===== src/rtl/izh_pkg.sv =====
// ============================================================================
// Module      : izh_pkg
// Description : Shared types and constants for the Izhikevich parameter loader.
// Revision    : 1.0  initial release
// ============================================================================
`default_nettype none

package izh_pkg;

    localparam int         PARAM_W          = 12;
    localparam int         FRAME_DATA_BYTES = 6;
    localparam int         SHADOW_W         = 4 * PARAM_W;
    localparam logic [7:0] DEFAULT_HEADER   = 8'hA5;

    typedef enum logic [1:0] {
        ST_IDLE   = 2'd0,
        ST_RX     = 2'd1,
        ST_CHK    = 2'd2,
        ST_COMMIT = 2'd3
    } state_e;

endpackage

`default_nettype wire


===== src/rtl/izh_param_loader.sv =====
// ============================================================================
// Module      : izh_param_loader
// Description : Byte-serial loader for four signed 12-bit neuron parameters,
//               committed atomically. Define IZH_PARAM_CKSUM_EN for a trailing
//               XOR checksum byte.
// Revision    : 1.0  initial release
// ============================================================================
`default_nettype none

module izh_param_loader
    import izh_pkg::*;
#(
    parameter int         TIMEOUT_CYCLES = 255,
    parameter logic [7:0] HEADER         = DEFAULT_HEADER
) (
    input  logic                      clk,
    input  logic                      reset,
    input  logic [7:0]                byte_in,
    input  logic                      byte_valid,
    output logic                      byte_ready,
    output logic signed [PARAM_W-1:0] param_a,
    output logic signed [PARAM_W-1:0] param_b,
    output logic signed [PARAM_W-1:0] param_c,
    output logic signed [PARAM_W-1:0] param_d,
    output logic                      params_ready,
    output logic                      param_update,
    output logic                      frame_err,
    output logic                      busy
);

    localparam int TMR_W = ($clog2(TIMEOUT_CYCLES + 1) > 8) ? $clog2(TIMEOUT_CYCLES + 1) : 8;
    localparam logic [TMR_W-1:0] TMO_LAST  = TMR_W'(TIMEOUT_CYCLES - 1);
    localparam logic [2:0]       LAST_BYTE = 3'(FRAME_DATA_BYTES - 1);

    state_e              state_q, state_d;
    logic [2:0]          cnt_q, cnt_d;
    logic [TMR_W-1:0]    timer_q, timer_d;
    logic [SHADOW_W-1:0] shadow_q, shadow_d;
    logic [SHADOW_W-1:0] params_q, params_d;
    logic                params_ready_q, params_ready_d;
    logic                param_update_q, param_update_d;
    logic                frame_err_q, frame_err_d;
`ifdef IZH_PARAM_CKSUM_EN
    logic [7:0]          csum_q, csum_d;
`endif

    logic accept;

    assign byte_ready = (state_q != ST_COMMIT) && !reset;
    assign accept     = byte_valid && byte_ready;

    always_comb begin
        state_d        = state_q;
        cnt_d          = cnt_q;
        timer_d        = timer_q;
        shadow_d       = shadow_q;
        params_d       = params_q;
        params_ready_d = params_ready_q;
        param_update_d = 1'b0;
        frame_err_d    = 1'b0;
`ifdef IZH_PARAM_CKSUM_EN
        csum_d         = csum_q;
`endif

        case (state_q)
            ST_IDLE: begin
                if (accept && (byte_in == HEADER)) begin
                    state_d = ST_RX;
                    cnt_d   = '0;
                    timer_d = '0;
`ifdef IZH_PARAM_CKSUM_EN
                    csum_d  = '0;
`endif
                end
            end

            ST_RX: begin
                if (accept) begin
                    shadow_d = {shadow_q[SHADOW_W-9:0], byte_in};
                    timer_d  = '0;
`ifdef IZH_PARAM_CKSUM_EN
                    csum_d   = csum_q ^ byte_in;
`endif
                    if (cnt_q == LAST_BYTE) begin
`ifdef IZH_PARAM_CKSUM_EN
                        state_d = ST_CHK;
`else
                        state_d = ST_COMMIT;
`endif
                    end else begin
                        cnt_d = cnt_q + 3'd1;
                    end
                end else if (timer_q == TMO_LAST) begin
                    frame_err_d = 1'b1;
                    state_d     = ST_IDLE;
                end else begin
                    timer_d = timer_q + TMR_W'(1);
                end
            end

`ifdef IZH_PARAM_CKSUM_EN
            ST_CHK: begin
                if (accept) begin
                    timer_d = '0;
                    if (byte_in == csum_q) begin
                        state_d = ST_COMMIT;
                    end else begin
                        frame_err_d = 1'b1;
                        state_d     = ST_IDLE;
                    end
                end else if (timer_q == TMO_LAST) begin
                    frame_err_d = 1'b1;
                    state_d     = ST_IDLE;
                end else begin
                    timer_d = timer_q + TMR_W'(1);
                end
            end
`endif

            ST_COMMIT: begin
                // All four parameters move together so the neuron never sees a mixed set
                params_d       = shadow_q;
                params_ready_d = 1'b1;
                param_update_d = 1'b1;
                state_d        = ST_IDLE;
            end

            default: begin
                state_d = ST_IDLE;
            end
        endcase
    end

    always_ff @(posedge clk) begin
        if (reset) begin
            state_q        <= ST_IDLE;
            cnt_q          <= '0;
            timer_q        <= '0;
            shadow_q       <= '0;
            params_q       <= '0;
            params_ready_q <= 1'b0;
            param_update_q <= 1'b0;
            frame_err_q    <= 1'b0;
`ifdef IZH_PARAM_CKSUM_EN
            csum_q         <= '0;
`endif
        end else begin
            state_q        <= state_d;
            cnt_q          <= cnt_d;
            timer_q        <= timer_d;
            shadow_q       <= shadow_d;
            params_q       <= params_d;
            params_ready_q <= params_ready_d;
            param_update_q <= param_update_d;
            frame_err_q    <= frame_err_d;
`ifdef IZH_PARAM_CKSUM_EN
            csum_q         <= csum_d;
`endif
        end
    end

    assign param_a      = params_q[4*PARAM_W-1 -: PARAM_W];
    assign param_b      = params_q[3*PARAM_W-1 -: PARAM_W];
    assign param_c      = params_q[2*PARAM_W-1 -: PARAM_W];
    assign param_d      = params_q[PARAM_W-1   -: PARAM_W];
    assign params_ready = params_ready_q;
    assign param_update = param_update_q;
    assign frame_err    = frame_err_q;
    assign busy         = (state_q != ST_IDLE);

endmodule

`default_nettype wire


===== config.mk =====
export PLATFORM = sky130hd
export DESIGN_NAME = izh_param_loader
export DESIGN_NICKNAME = d
export VERILOG_FILES = /design/src/rtl/izh_pkg.sv /design/src/rtl/izh_param_loader.sv
export SDC_FILE = /design/constraint.sdc
export NUM_CORES = 1
export LEC_CHECK = 0
export CAP_MARGIN = 20
export CORE_UTILIZATION = 40
export CTS_CLUSTER_SIZE = 24
export DETAILED_ROUTE_END_ITERATION = 6
export PLACE_DENSITY = 0.65
export SYNTH_ARGS = -nofsm -noshare
export SYNTH_HDL_FRONTEND = slang
export SYNTH_SLANG_ARGS = --single-unit

===== constraint.sdc =====
create_clock -name clk -period 1.65 [get_ports clk]
set_clock_uncertainty 0.2 [all_clocks]
set_input_delay 0.33 -clock clk [delete_from_list [all_inputs] [get_ports clk]]
set_output_delay 0.33 -clock clk [all_outputs]
set_load 0.02 [all_outputs]

==> qor.yml <==
power.share.clock_pct: 34.2
ys_types: 34
r2r_slack_ns: -0.07
timing.rr.end: "timer_q[6]"
criticalPathCategory: "register to register"
p_comb_share_pct: 2.6
antenna_found_initial: 0
drtAntennaViolNets: 0
muxShareOfSynthArea_pct: 0.255
synthXorXnorAreaFrac_pct: 0.223
portBuffers: 63
seqCellArea_um2: 2260
fp.dieH_um: 101
powerDensity_nw_per_um2: 838
synth_compound_area_share_pct: 21.2
nFillCells: 892
die_x_um: 101
grt_use_total_pct: 18.2
core-area_um2: 9370
antenna_cells: 0
gp_congestion: 0.853
failed_checks: "setup timing"
whs_path_depth: 3
synth_top_family_by_area: "compound AO/OA/AOI/OAI gates"
share_seq_of_total_power_pct: 63.2
initial_core_util_pct: 41.9
finalCritPeriodShare_pct: 104
hold_viol: 0
ys_warn_count: 0
dp.final_hpwl_mm: 5.82
grt_pass1_vias: 3009
wl_per_cell_um: 14.3
leakage_nw: 2.01
switchingPower_mw: 0.972
holdWs_ns: 0.0885
synth_top_area_share_pct: 57.1
rsz0062_at_grt: "true"
p_int_mw: 3.30
cp_max_fo: 6
ir_drop_mv: 0.424
drive_gt1_share_pct: 16.0
layout_common_cells: "dfxtp_1, nand2_1, dlygate4sd2_1, a21oi_1, a22o_1"
layout_commonest_cell: "dfxtp_1"
endpoint_kind: "register"
power_mw: 4.27
num_vias: 3129
yosys.area.top_type: "dfxtp_1"
clock_insertion_delay_worst_skew_ns: 0.36
ys_seq_elements: 112
yosys-top-cells-area: "dfxtp_1, a22o_1, nand2_1, a21oi_1, clkbuf_1"
startpoint_type: "register"
cts_buffer_depth: 2
status: "finished, violations left"
slowest_stage: "o41ai_4"
crit_chain: "inv_4 > ha_4 > nand3_4 > o41ai_4 > nor2_4 > a311oi_2"
clkTransAtPathRegs_ns: 0.11
io_pins: 64
rows: 35
relSlewSlack_pct: 60.4
route.detailed.drc: 0
dieArea_um2: 10200
path_buf_inv: 1
min_to: "frame_err"
syn_nets: 427
synth-seq-area-share_pct: 57.1
setup_viol: 9
worst_ep_required_time_ns: 1.73
syn_area_per_cell_um2: 9.53
min_path_type: "input pin to register"
synthCells: 412
grt_remaining_overflow: 0
grt_pass1_wl_mm: 14.5
post-route-util_pct: 54.3
drv_cap: 0
cp.depth: 6
syn_area_um2: 3930
numCtsBuffers: 9
timing.rr.start: "timer_q[0]"
multi_input_area_um2: 1660
htreeDepth: 3
clockRootBuffer: "clkbuf_8"
fin_cells: 618
yosys.area_share.simple_pct: 16.3
maxSlewViolCount: 0
place_inst: 597
arrival_ns: 1.80
dr.first_iter.drc_count: 130
tightestPinTransition_ns: 0.595
post-route-min-period_ns: 1.72
num-nets-final: 499
synth-adder-area-share_pct: 1.27
min_from: "byte_valid"
drt-vias-per-instance: 5.06
wl_mm: 8.85
crit_family: "compound AO/OA/AOI/OAI gates"
drtPass1Iterations: 4
cts.hold.buffers_added: 0
p_sw_share_pct: 22.8
area_growth_pct: 29.7
fmax_ghz: 0.580
grt_max_degree: 54
critical-path-max-stage-delay_ns: 0.42
cts.sink_count: 112
tns_ns: -0.407
setup_slack_ns: -0.0735
reg2reg_depth: 6
cts_tree: "done"
-- worst max-delay path by stage --
stage                          start    endpoint
after floorplan           timer_q[0]  timer_q[4]
after global placement    byte_valid  timer_q[1]
after detailed placement  byte_valid  timer_q[1]
after CTS                 state_q[1]        busy
after global routing      timer_q[0]  timer_q[4]
final                     timer_q[0]  timer_q[6]
-- power by group through the flow --
stage                     Combinational, mW  Sequential [mW]  Clock (mW)
after global routing                  0.121             2.70        1.61
after global placement                0.106             2.76           0
after floorplan                      0.0484             2.76           0
after CTS                             0.112             2.70        1.50
final                                 0.111             2.70        1.46
after detailed placement              0.107             2.76           0
-- per-stage QoR --
stage	setup slack, ns	cell area [um^2]
5_1_grt	-0.115	5090
2_1_floorplan	0.00137	3950
4_1_cts	-0.130	5000
3_3_place_gp	-0.583	4840
3_5_place_dp	-0.718	4840
6_report	-0.0735	5090
-- cell type report --
class / count / area share [%]
Sequential cell: 112 / 44.3
Multi-Input combinational cell: 267 / 32.7
Timing Repair Buffer: 90 / 16.1
Tap cell: 129 / 3.17
Clock buffer: 10 / 2.51
Clock inverter: 6 / 0.885
Inverter: 4 / 0.344
-- routing by layer --
metal / track usage (%) / vias to the layer above / wire, um
li1: - / 1576 / -
met3: 3.47 / 10 / 381
met5: 0 / - / 0
met1: 24.0 / 1469 / 4150
met4: 5.91 / 0 / 113
met2: 29.8 / 74 / 4200
-- registers in the layout, summed over array words and instances, names as in the netlist --
signal and count:
params_q 48, shadow_q 48, timer_q 8, cnt_q 3, state_q 2, frame_err 1, param_update 1, params_ready 1
-- timing repair --
action,4_1_cts,5_1_grt
setup endpoints to repair,114,17
cloned,0,1
resized for setup,80,14
setup buffers,1,3
pin swaps,5,6
-- synthesized netlist by cell type --
cell type,number
inv_1,4
nor2b_1,1
nand2_1,107
dfxtp_1,112
a311oi_2,4
nor2_4,1
or3_2,1
or2_2,4
a31oi_1,4
o31ai_1,1
a21oi_1,54
nand3_1,6
o211ai_1,1
clkbuf_1,20
nand3b_1,4
nand2b_1,2
o21ai_0,3
o41ai_4,1
and4b_1,1
nor4b_1,1
xnor2_1,1
nand4_1,1
ha_1,4
and4bb_4,1
nor2_1,8
and2b_2,1
a22o_1,48
buf_6,1
mux2i_1,1
nand4b_1,1
buf_2,8
nor2_2,1
nor3_1,3
nor4_1,1
-- worst min-delay path, stage by stage --
cell,delay [ns]
dlymetal6s2s_1,0.11
buf_4,0.13
nor4_1,0.05
-- kinds of logic after synthesis --
logic type | Yosys count
multiplexers | 1
buffers and inverters | 33
AND/OR/NAND/NOR | 145
adder cells (fa/ha/maj) | 4
AO/OA/AOI/OAI | 116
XOR/XNOR | 1
flip-flops | 112
Power figures use the tool's default switching activity.
